`config.mk`:
```
export PLATFORM = sky130hd
export DESIGN_NAME = hamming_secded_decode_stage
export DESIGN_NICKNAME = d
export VERILOG_FILES = /design/src/rtl/hamming_pkg.sv /design/src/rtl/hamming_syndrome.sv /design/src/rtl/hamming_secded_decode_stage.sv
export SDC_FILE = /design/constraint.sdc
export NUM_CORES = 1
export LEC_CHECK = 0
export CORE_MARGIN = 4
export CORE_UTILIZATION = 25
export DETAILED_ROUTE_END_ITERATION = 8
export PLACE_DENSITY_LB_ADDON = 0.2
export SLEW_MARGIN = 20
export SYNTH_ARGS = -nofsm -noshare
export SYNTH_HDL_FRONTEND = slang
export SYNTH_SLANG_ARGS = --single-unit
```
`constraint.sdc`:
```
create_clock -name clk -period 2.3 [get_ports clk]
set_input_delay 0.23 -clock clk [delete_from_list [all_inputs] [get_ports clk]]
set_output_delay 0.23 -clock clk [all_outputs]
set_load 0.01 [all_outputs]
```
`src/rtl/hamming_pkg.sv`:
```
// Shared SEC-DED constants, codeword layout helpers and the reference encoder.
// Position 0 is overall parity; check bits sit at the power-of-two positions.
package hamming_pkg;

  localparam int CW_W   = 39;
  localparam int DATA_W = 32;
  localparam int CHK_W  = 6;

  typedef enum logic [1:0] {
    CLEAN,
    CE_PARITY,
    CE_BIT,
    UE
  } err_class_t;

  typedef struct packed {
    logic [CW_W-1:0]  cw;
    logic [CHK_W-1:0] s;
    logic             p;
  } s1_t;

  function automatic int data_pos(input int i);
    int n;
    int pos;
    n   = 0;
    pos = 0;
    for (int q = 1; q < CW_W; q++) begin
      if ((q & (q - 1)) != 0) begin
        if (n == i) pos = q;
        n++;
      end
    end
    return pos;
  endfunction

  // XOR of the indices of all set bits equals the per-bit syndrome
  function automatic logic [CHK_W-1:0] syndrome(
    input logic [CW_W-1:0] cw
  );
    logic [CHK_W-1:0] s;
    s = '0;
    for (int q = 1; q < CW_W; q++) begin
      if (cw[q]) s = s ^ CHK_W'(q);
    end
    return s;
  endfunction

  function automatic logic [DATA_W-1:0] extract(
    input logic [CW_W-1:0] cw
  );
    logic [DATA_W-1:0] d;
    for (int i = 0; i < DATA_W; i++) begin
      d[i] = cw[data_pos(i)];
    end
    return d;
  endfunction

  function automatic logic [CW_W-1:0] hamming_encode(
    input logic [DATA_W-1:0] data
  );
    logic [CW_W-1:0]  cw;
    logic [CHK_W-1:0] s;
    cw = '0;
    for (int i = 0; i < DATA_W; i++) begin
      cw[data_pos(i)] = data[i];
    end
    s = syndrome(cw);
    for (int k = 0; k < CHK_W; k++) begin
      cw[1 << k] = s[k];
    end
    cw[0] = ^cw;
    return cw;
  endfunction

endpackage

```
`src/rtl/hamming_syndrome.sv`:
```
// Combinational syndrome and overall parity of a 39-bit codeword.
// Shared with the encoder-side checker.
module hamming_syndrome
  import hamming_pkg::*;
(
  input  logic [CW_W-1:0]  cw,
  output logic [CHK_W-1:0] s,
  output logic             p
);

  assign s = syndrome(cw);
  assign p = ^cw;

endmodule

```
`src/rtl/hamming_secded_decode_stage.sv`:
```
// Two-stage handshaked SEC-DED decoder with saturating CE/UE counters.
// S1 registers codeword+syndrome, S2 corrects, extracts and holds outputs.
module hamming_secded_decode_stage
  import hamming_pkg::*;
#(
  parameter int CNT_W = 16
) (
  input  logic              clk,
  input  logic              rst_n,
  input  logic [CW_W-1:0]   in_codeword,
  input  logic              in_valid,
  output logic              in_ready,
  output logic [DATA_W-1:0] out_data,
  output logic              out_ce,
  output logic              out_ue,
  output logic [CHK_W-1:0]  out_err_pos,
  output logic              out_valid,
  input  logic              out_ready,
  input  logic              cnt_clear,
  output logic [CNT_W-1:0]  ce_count,
  output logic [CNT_W-1:0]  ue_count
);

  localparam logic [CHK_W-1:0] MAX_POS = CHK_W'(CW_W - 1);

  logic              s1_valid;
  s1_t               s1_q;
  s1_t               s1_d;
  logic [CHK_W-1:0]  syn;
  logic              par;
  logic              en1;
  logic              en2;
  logic              ld2;
  err_class_t        cls;
  logic [CW_W-1:0]   fix_cw;
  logic [DATA_W-1:0] nxt_data;
  logic              nxt_ce;
  logic              nxt_ue;
  logic [CHK_W-1:0]  nxt_pos;

  hamming_syndrome u_syn (
    .cw (in_codeword),
    .s  (syn),
    .p  (par)
  );

  assign en2      = !out_valid || out_ready;
  assign en1      = !s1_valid || en2;
  assign in_ready = en1;
  assign ld2      = en2 && s1_valid;

  always_comb begin
    s1_d    = '0;
    s1_d.cw = in_codeword;
    s1_d.s  = syn;
    s1_d.p  = par;
  end

  always_comb begin
    cls = UE;
    unique case (1'b1)
      (!s1_q.p && s1_q.s == '0): cls = CLEAN;
      (s1_q.p && s1_q.s == '0):  cls = CE_PARITY;
      (s1_q.p && s1_q.s != '0
        && s1_q.s <= MAX_POS):   cls = CE_BIT;
      default:                   cls = UE;
    endcase
  end

  always_comb begin
    fix_cw  = s1_q.cw;
    nxt_ce  = 1'b0;
    nxt_ue  = 1'b0;
    nxt_pos = '0;
    unique case (cls)
      CE_PARITY: nxt_ce = 1'b1;
      CE_BIT: begin
        fix_cw  = s1_q.cw ^ (CW_W'(1) << s1_q.s);
        nxt_ce  = 1'b1;
        nxt_pos = s1_q.s;
      end
      UE:      nxt_ue = 1'b1;
      default: nxt_ce = 1'b0;
    endcase
    nxt_data = extract(fix_cw);
  end

  always_ff @(posedge clk) begin
    if (!rst_n) begin
      s1_valid    <= 1'b0;
      s1_q        <= '0;
      out_valid   <= 1'b0;
      out_data    <= '0;
      out_ce      <= 1'b0;
      out_ue      <= 1'b0;
      out_err_pos <= '0;
    end else begin
      if (en1) begin
        s1_valid <= in_valid;
        if (in_valid) s1_q <= s1_d;
      end
      if (en2) out_valid <= s1_valid;
      if (ld2) begin
        out_data    <= nxt_data;
        out_ce      <= nxt_ce;
        out_ue      <= nxt_ue;
        out_err_pos <= nxt_pos;
      end
    end
  end

  // Clear beats a same-cycle increment; counts stick at all-ones
  always_ff @(posedge clk) begin
    if (!rst_n) begin
      ce_count <= '0;
      ue_count <= '0;
    end else if (cnt_clear) begin
      ce_count <= '0;
      ue_count <= '0;
    end else begin
      if (ld2 && nxt_ce && ce_count != '1)
        ce_count <= ce_count + CNT_W'(1);
      if (ld2 && nxt_ue && ue_count != '1)
        ue_count <= ue_count + CNT_W'(1);
    end
  end

endmodule

```
## Word-level counts from Yosys, hierarchy flattened

Cells that the tools add are included.

| storage, ports and cells | value |
|---|---|
| flip-flop bits (word level) | 120 |
| output and inout port bits | 74 |
| bits of input ports | 44 |

| operators by class | value |
|---|---|
| reductions and logical operators | 20 |
| bitwise logic cells | 39 |
| add/subtract/negate cells | 2 |
| $lt $le $gt $ge | 1 |
| equal/unequal tests | 5 |
| mux-type cells | 43 |
| shifts and indexed selects | 1 |

Operators with widths:

| cell | number |
|---|---|
| $mux 5 | 16 |
| $mux 6 | 8 |
| $mux 39 | 1 |
| $not 3->3 | 13 |
| $reduce_xor 39->1 | 1 |
| $shl 1x6->39 const A | 1 |
| $xor 39x39->39 | 1 |
| $add 16x1->16 const B | 2 |
| $mux 4 | 8 |
| $ne 16x16->1 const B | 2 |
| $not 2->2 | 13 |
| $not 4->4 | 5 |
| $mux 3 | 4 |
| $logic_and 1x1->1 | 9 |
| $le 6x6->1 const B | 1 |
| $logic_not 6->1 | 1 |
| $pmux 2 s3 | 1 |
| $reduce_bool 6->1 | 1 |
| $not 1->1 const A | 5 |
| $not 5->5 | 1 |
| $eq 2x2->1 const B | 2 |
| $mux 2 | 2 |
| $reduce_or 2->1 | 2 |
| $logic_not 1->1 | 3 |
| 5 further kinds | 8 |

## Depth between registers and ports, before layout

| logic depth | value |
|---|---|
| depth after elaboration | 70 |
| depth in mapped cells | 13 |

## By module

A second synthesis with hierarchy kept.

| second synthesis, totals | value |
|---|---|
| cell total of the unflattened synthesis | 679 |
| area, all modules | 5,733.0 sq um |

Modules (own cells, without submodules):

| module | seq. area each (sq um) | instances | cells each | area each (sq um) |
|---|---|---|---|---|
| hamming_secded_decode_stage | 2,262.2 | 1 | 609 | 5,076.1 |
| hamming_syndrome | 0.0 | 1 | 70 | 656.9 |

## Worst setup path before layout

Ideal clock, no wire load.

| path | value |
|---|---|
| kind | register to register |
| start point | register s1_q[2] (netlist bit) |
| end point | register out_data[10] |
| cell stages (with the launch flop) | 12 |
| data required time | 2.209 ns |
| buffers on the path | 2 |
| period minus slack after synthesis | 2.321 ns |
| setup slack | -0.021 ns |
| arrival time | 2.230 ns |
| cell sequence | dfxtp_1 buf_2 nand3_1 and3_1 o21ai_0 inv_1 ha_1 clkbuf_1 nor3b_2 nand2_1 or3_1 a311oi_1 |

| on the way | value |
|---|---|
| cells in the longest elaborated chain, start to end | 6 |
| elaborated cells between the ends (all ways) | 12 |
| classes of those cells | order compare (1); eq/ne (1); shift (1); mux (2); bitwise (1); reduce/logical (6) |

Ends and longest elaborated chain:

| element | RTL line | text |
|---|---|---|
| from (decl) | hamming_secded_decode_stage.sv:27 | `s1_t s1_q;` |
| from (signal assigned) | hamming_secded_decode_stage.sv:91 | `s1_q <= '0;` |
| from (signal assigned) | hamming_secded_decode_stage.sv:100 | `if (in_valid) s1_q <= s1_d;` |
| branches (longest 5 deep; another with $le 6x6->1) | - |  |
| $mux 39 * | hamming_secded_decode_stage.sv:75 | `unique case (cls)` |
| to (signal assigned) | hamming_secded_decode_stage.sv:104 | `out_data <= nxt_data;` |
| to (decl) | hamming_secded_decode_stage.sv:13 | `output logic [DATA_W-1:0] out_data,` |

Mark *: on every way between the ends.
A chain may end at the register's enable or synchronous reset.

## Worst setup path after layout

| path | value |
|---|---|
| start point | register s1_q[3] (netlist bit) |
| end point | register ue_count[15] |

| on the way | value |
|---|---|
| cells in the longest elaborated chain, start to end | 8 |
| elaborated cells between the ends (all ways) | 12 |
| classes of those cells | order compare (1); eq/ne (1); mux (2); reduce/logical (8) |

Ends and longest elaborated chain:

| element | RTL line | text |
|---|---|---|
| branches (longest 3 deep; another with $le 6x6->1) | - |  |
| $pmux 2 s3 * | hamming_secded_decode_stage.sv:61 | `unique case (1'b1)` |
| $eq 2x2->1 * | hamming_secded_decode_stage.sv:75 |  |
| $mux 1 * | hamming_secded_decode_stage.sv:75 |  |
| $logic_and 1x1->1 * (2 in series) | hamming_secded_decode_stage.sv:123 | `if (ld2 && nxt_ue && ue_count != '1)` |
| to (signal assigned) | hamming_secded_decode_stage.sv:124 | `ue_count <= ue_count + CNT_W'(1);` |
| to (decl) | hamming_secded_decode_stage.sv:21 | `output logic [CNT_W-1:0] ue_count` |

Marked as above.

==> results.json <==
{
  "outcome": "complete, no violations",
  "ioPinCount": 118,
  "worstReg2RegEnd": "ue_count[15]",
  "ys_warn_count": 0,
  "grt_pass1_vias": 4665,
  "async_flop_share_pct": 0,
  "p_leak_nw": 2.833,
  "detail-route-antenna-nets": 0,
  "grt_pass1_wl_um": 25470,
  "cts_sinks": 113,
  "antenna_found_initial": 0,
  "routed_wl_um": 16170,
  "cts_made_buffers": 17,
  "place_inst": 1065,
  "area_growth_pct": 46.12,
  "vias": 4794,
  "min_period_over_period_pct": 92.68,
  "p_comb_share_pct": 22.3,
  "clock_path_buffers": 2,
  "drtPass1Iterations": 4,
  "r2r_slack_ns": 0.17,
  "slew_violations": 0,
  "clkTransAtPathRegs_ns": 0.06,
  "endpoint": "ue_count[15]",
  "yosysTopAreaCell": "dfxtp_1",
  "syn_avg_cell_area_um2": 8.309,
  "worst_ep_required_time_ns": 2.59,
  "nets": 861,
  "switching_power_mw": 1.704,
  "yosys.cell_types.count": 38,
  "core_um2": 21220,
  "design_area_um2": 7976,
  "pwr-share-clk_pct": 43.1,
  "seq_area_um2": 2265,
  "portBuffers": 117,
  "multi_input_area_um2": 3112,
  "synth_seq_cells": 113,
  "dieHeight_um": 155.8,
  "netSwitchingFraction_pct": 27.17,
  "fmax_mhz": 469.1,
  "hold_viol_final": 0,
  "reg2reg_from": "s1_q[3]",
  "startpoint": "s1_q[3]",
  "overflow": 0,
  "die_area_um2": 24260,
  "h-tree-depth": 4,
  "fin_tns_setup_ns": 0,
  "place_area_um2": 7261,
  "worst_ep_arrival_time_ns": 2.43,
  "worst-path-buf-inv": 1,
  "rsz0062_at_grt": "true",
  "critPathMaxStageDelay_ns": 0.35,
  "synth_nets": 705,
  "worstSetupEndpointType": "flip-flop",
  "cp.depth": 10,
  "fin_cells": 1101,
  "timing.hold.ws_ns": 0.4290,
  "die_x_um": 155.8,
  "max_slew_margin_pct": 56.56,
  "crit_type": "reg -> reg",
  "grt_max_degree": 80,
  "dp_hpwl_um": 12460,
  "start_kind": "flip-flop",
  "hp-class": "in -> reg",
  "gr-usage-all-layers_pct": 13.51,
  "via_per_inst": 4.354,
  "p_int_mw": 4.568,
  "place.gp.congestion": 0.7831,
  "cts_tree": "done",
  "min_period_ns": 2.132,
  "place_ws_ns": -0.08044,
  "cpLargestDelayFamily": "simple AND/OR/NAND/NOR gates",
  "rows": 53,
  "drive_above_1_share_pct": 12.83,
  "r2r_cells": 10,
  "final.setup_skew_ns": 0.008653,
  "clock_latency_ns": 0.41,
  "num_antenna_cells": 0,
  "worst_pin_slew_ns": 0.6502,
  "maxCapViolations": 0,
  "synth_area_leaders": "dfxtp_1, xnor2_1, nand2_1",
  "cts-root-buf": "clkbuf_16",
  "nFillCells": 2239,
  "synth_edf_count": 0,
  "power_density_nw_per_um2": 786.3,
  "final_util_pct": 37.59,
  "final-setup-viol-count": 0,
  "initial_core_util_pct": 25.73,
  "synthesis.area_um2": 5459,
  "total_power_mw": 6.272,
  "seqPwrFrac_pct": 34.6,
  "crit_fanout": 4,
  "ir_drop_mv": 0.5396,
  "yosysTopAreaCellShare_pct": 41.44,
  "drtIter0Drc": 193,
  "synthCells": 657,
  "routedWlPerCell_um": 14.68,
  "ys.flop_type": "dfxtp_1",
  "cp_slowest_cell": "dfxtp_2",
  "worstPathCellList": "nor3_4, buf_4, a21oi_1, o21ai_1, ha_1, nand3_1, or2_1, nor3_1, xnor2_1, nor2_1",
  "drc": 0,
  "yosysSeqAreaShare_pct": 41.44,
  "layout_setup_ws_ns": 0.1684
}
cell type report:
cell class	count	area share, %
multi-input combinational	505	39.01
sequential	113	28.39
timing repair buffer	172	20.38
clock buffer	20	5.725
tap	275	4.314
clock inverter	12	1.992
inverter	4	0.1882
placed cells by master, fill, tap and decap left out, types with 3 or more instances in the layout:
cell type,count
and3_1,9
clkbuf_16,17
xnor3_1,4
nand2_1,118
buf_4,51
o21ai_0,8
buf_12,3
o21ai_1,5
dfxtp_1,111
xnor2_1,61
nand2b_1,4
nor3b_1,4
bufinv_16,3
mux2i_1,3
a311oi_1,7
nand3b_1,3
and4_1,3
or3_1,11
clkdlybuf4s50_1,117
ha_1,3
a211oi_1,23
a211oi_2,3
a21oi_1,49
nor3_1,6
xor2_1,48
nand4_1,13
nand3_1,16
inv_1,3
nor2_1,79
clkinv_4,5
metal layers:
| metal | wire, µm | track usage [%] | vias up |
|---|---|---|---|
| met5 | 0 | 0 | - |
| met4 | 187 | 4.627 | 0 |
| met3 | 621 | 2.746 | 11 |
| met2 | 7539 | 21.22 | 80 |
| met1 | 7818 | 18.54 | 2176 |
| li1 | - | - | 2527 |
cells in the mapped netlist (5+ instances only):
master / count
o21ai_0: 9
a21oi_1: 49
nor2_1: 80
a311oi_1: 8
or3_1: 11
and2_1: 5
nor3_1: 8
clkbuf_1: 27
xnor2_1: 61
a211oi_1: 25
xor2_1: 48
dfxtp_1: 113
nand3_1: 17
and3_1: 9
buf_2: 5
nand2_1: 120
nand4_1: 13
cells by family (layout without fill, tap and decap cells):
| logic type | Yosys count | after routing | share of synthesized area [%] |
|---|---|---|---|
| AO/OA/AOI/OAI | 96 | 96 | 10.63 |
| XOR/XNOR | 115 | 115 | 19.87 |
| adder cells (fa/ha/maj) | 4 | 4 | 0.9168 |
| buffers and inverters | 39 | 208 | 2.796 |
| flip-flops | 113 | 113 | 41.44 |
| multiplexers | 3 | 3 | 0.5501 |
| AND/OR/NAND/NOR | 287 | 287 | 23.79 |
power by group through the flow:
stage / Sequential [mW] / Clock (mW) / Combinational (mW)
floorplan: 2.19 / 0 / 0.763
global placement: 2.20 / 0 / 1.35
detailed placement: 2.20 / 0 / 1.36
CTS: 2.16 / 2.77 / 1.37
global route: 2.19 / 2.85 / 1.53
finish: 2.17 / 2.70 / 1.40
how the worst min path moves through the flow:
| stage | from | end | slack (ns) | cells after the start |
|---|---|---|---|---|
| CTS | in_codeword[12] | s1_q[19] | 0.41 | 3 |
| detailed placement | out_err_pos[0] | out_err_pos[0] | 0.45 | 2 |
| floorplan | in_valid | s1_valid | 0.35 | 2 |
| finish | in_codeword[12] | s1_q[19] | 0.43 | 3 |
| global route | in_codeword[12] | s1_q[19] | 0.43 | 3 |
| global placement | out_err_pos[0] | out_err_pos[0] | 0.45 | 2 |
repair_timing:
| action | CTS | global route |
|---|---|---|
| hold buffers | 0 | 0 |
| buffers inserted | 1 | 3 |
| setup endpoints to repair | 11 | 56 |
| gates resized for setup | 2 | 16 |
| pin swaps | 0 | 5 |
| cloned | 0 | 0 |
worst reg2reg max path: stages, from the launching register on:
cell	delay (ns)
dfxtp_2	0.35
nor3_4	0.19
buf_4	0.14
a21oi_1	0.06
o21ai_1	0.17
ha_1	0.19
nand3_1	0.16
or2_1	0.32
nor3_1	0.25
xnor2_1	0.14
nor2_1	0.05
sequential cells by signal (all words and copies together) (netlist names):
name and flops:
ue_count 16, ce_count 16, s1_q 39, out_ue 1, out_ce 1, out_err_pos 6
s1_valid 1, out_data 32, out_valid 1
Power figures use the tool's default switching activity.
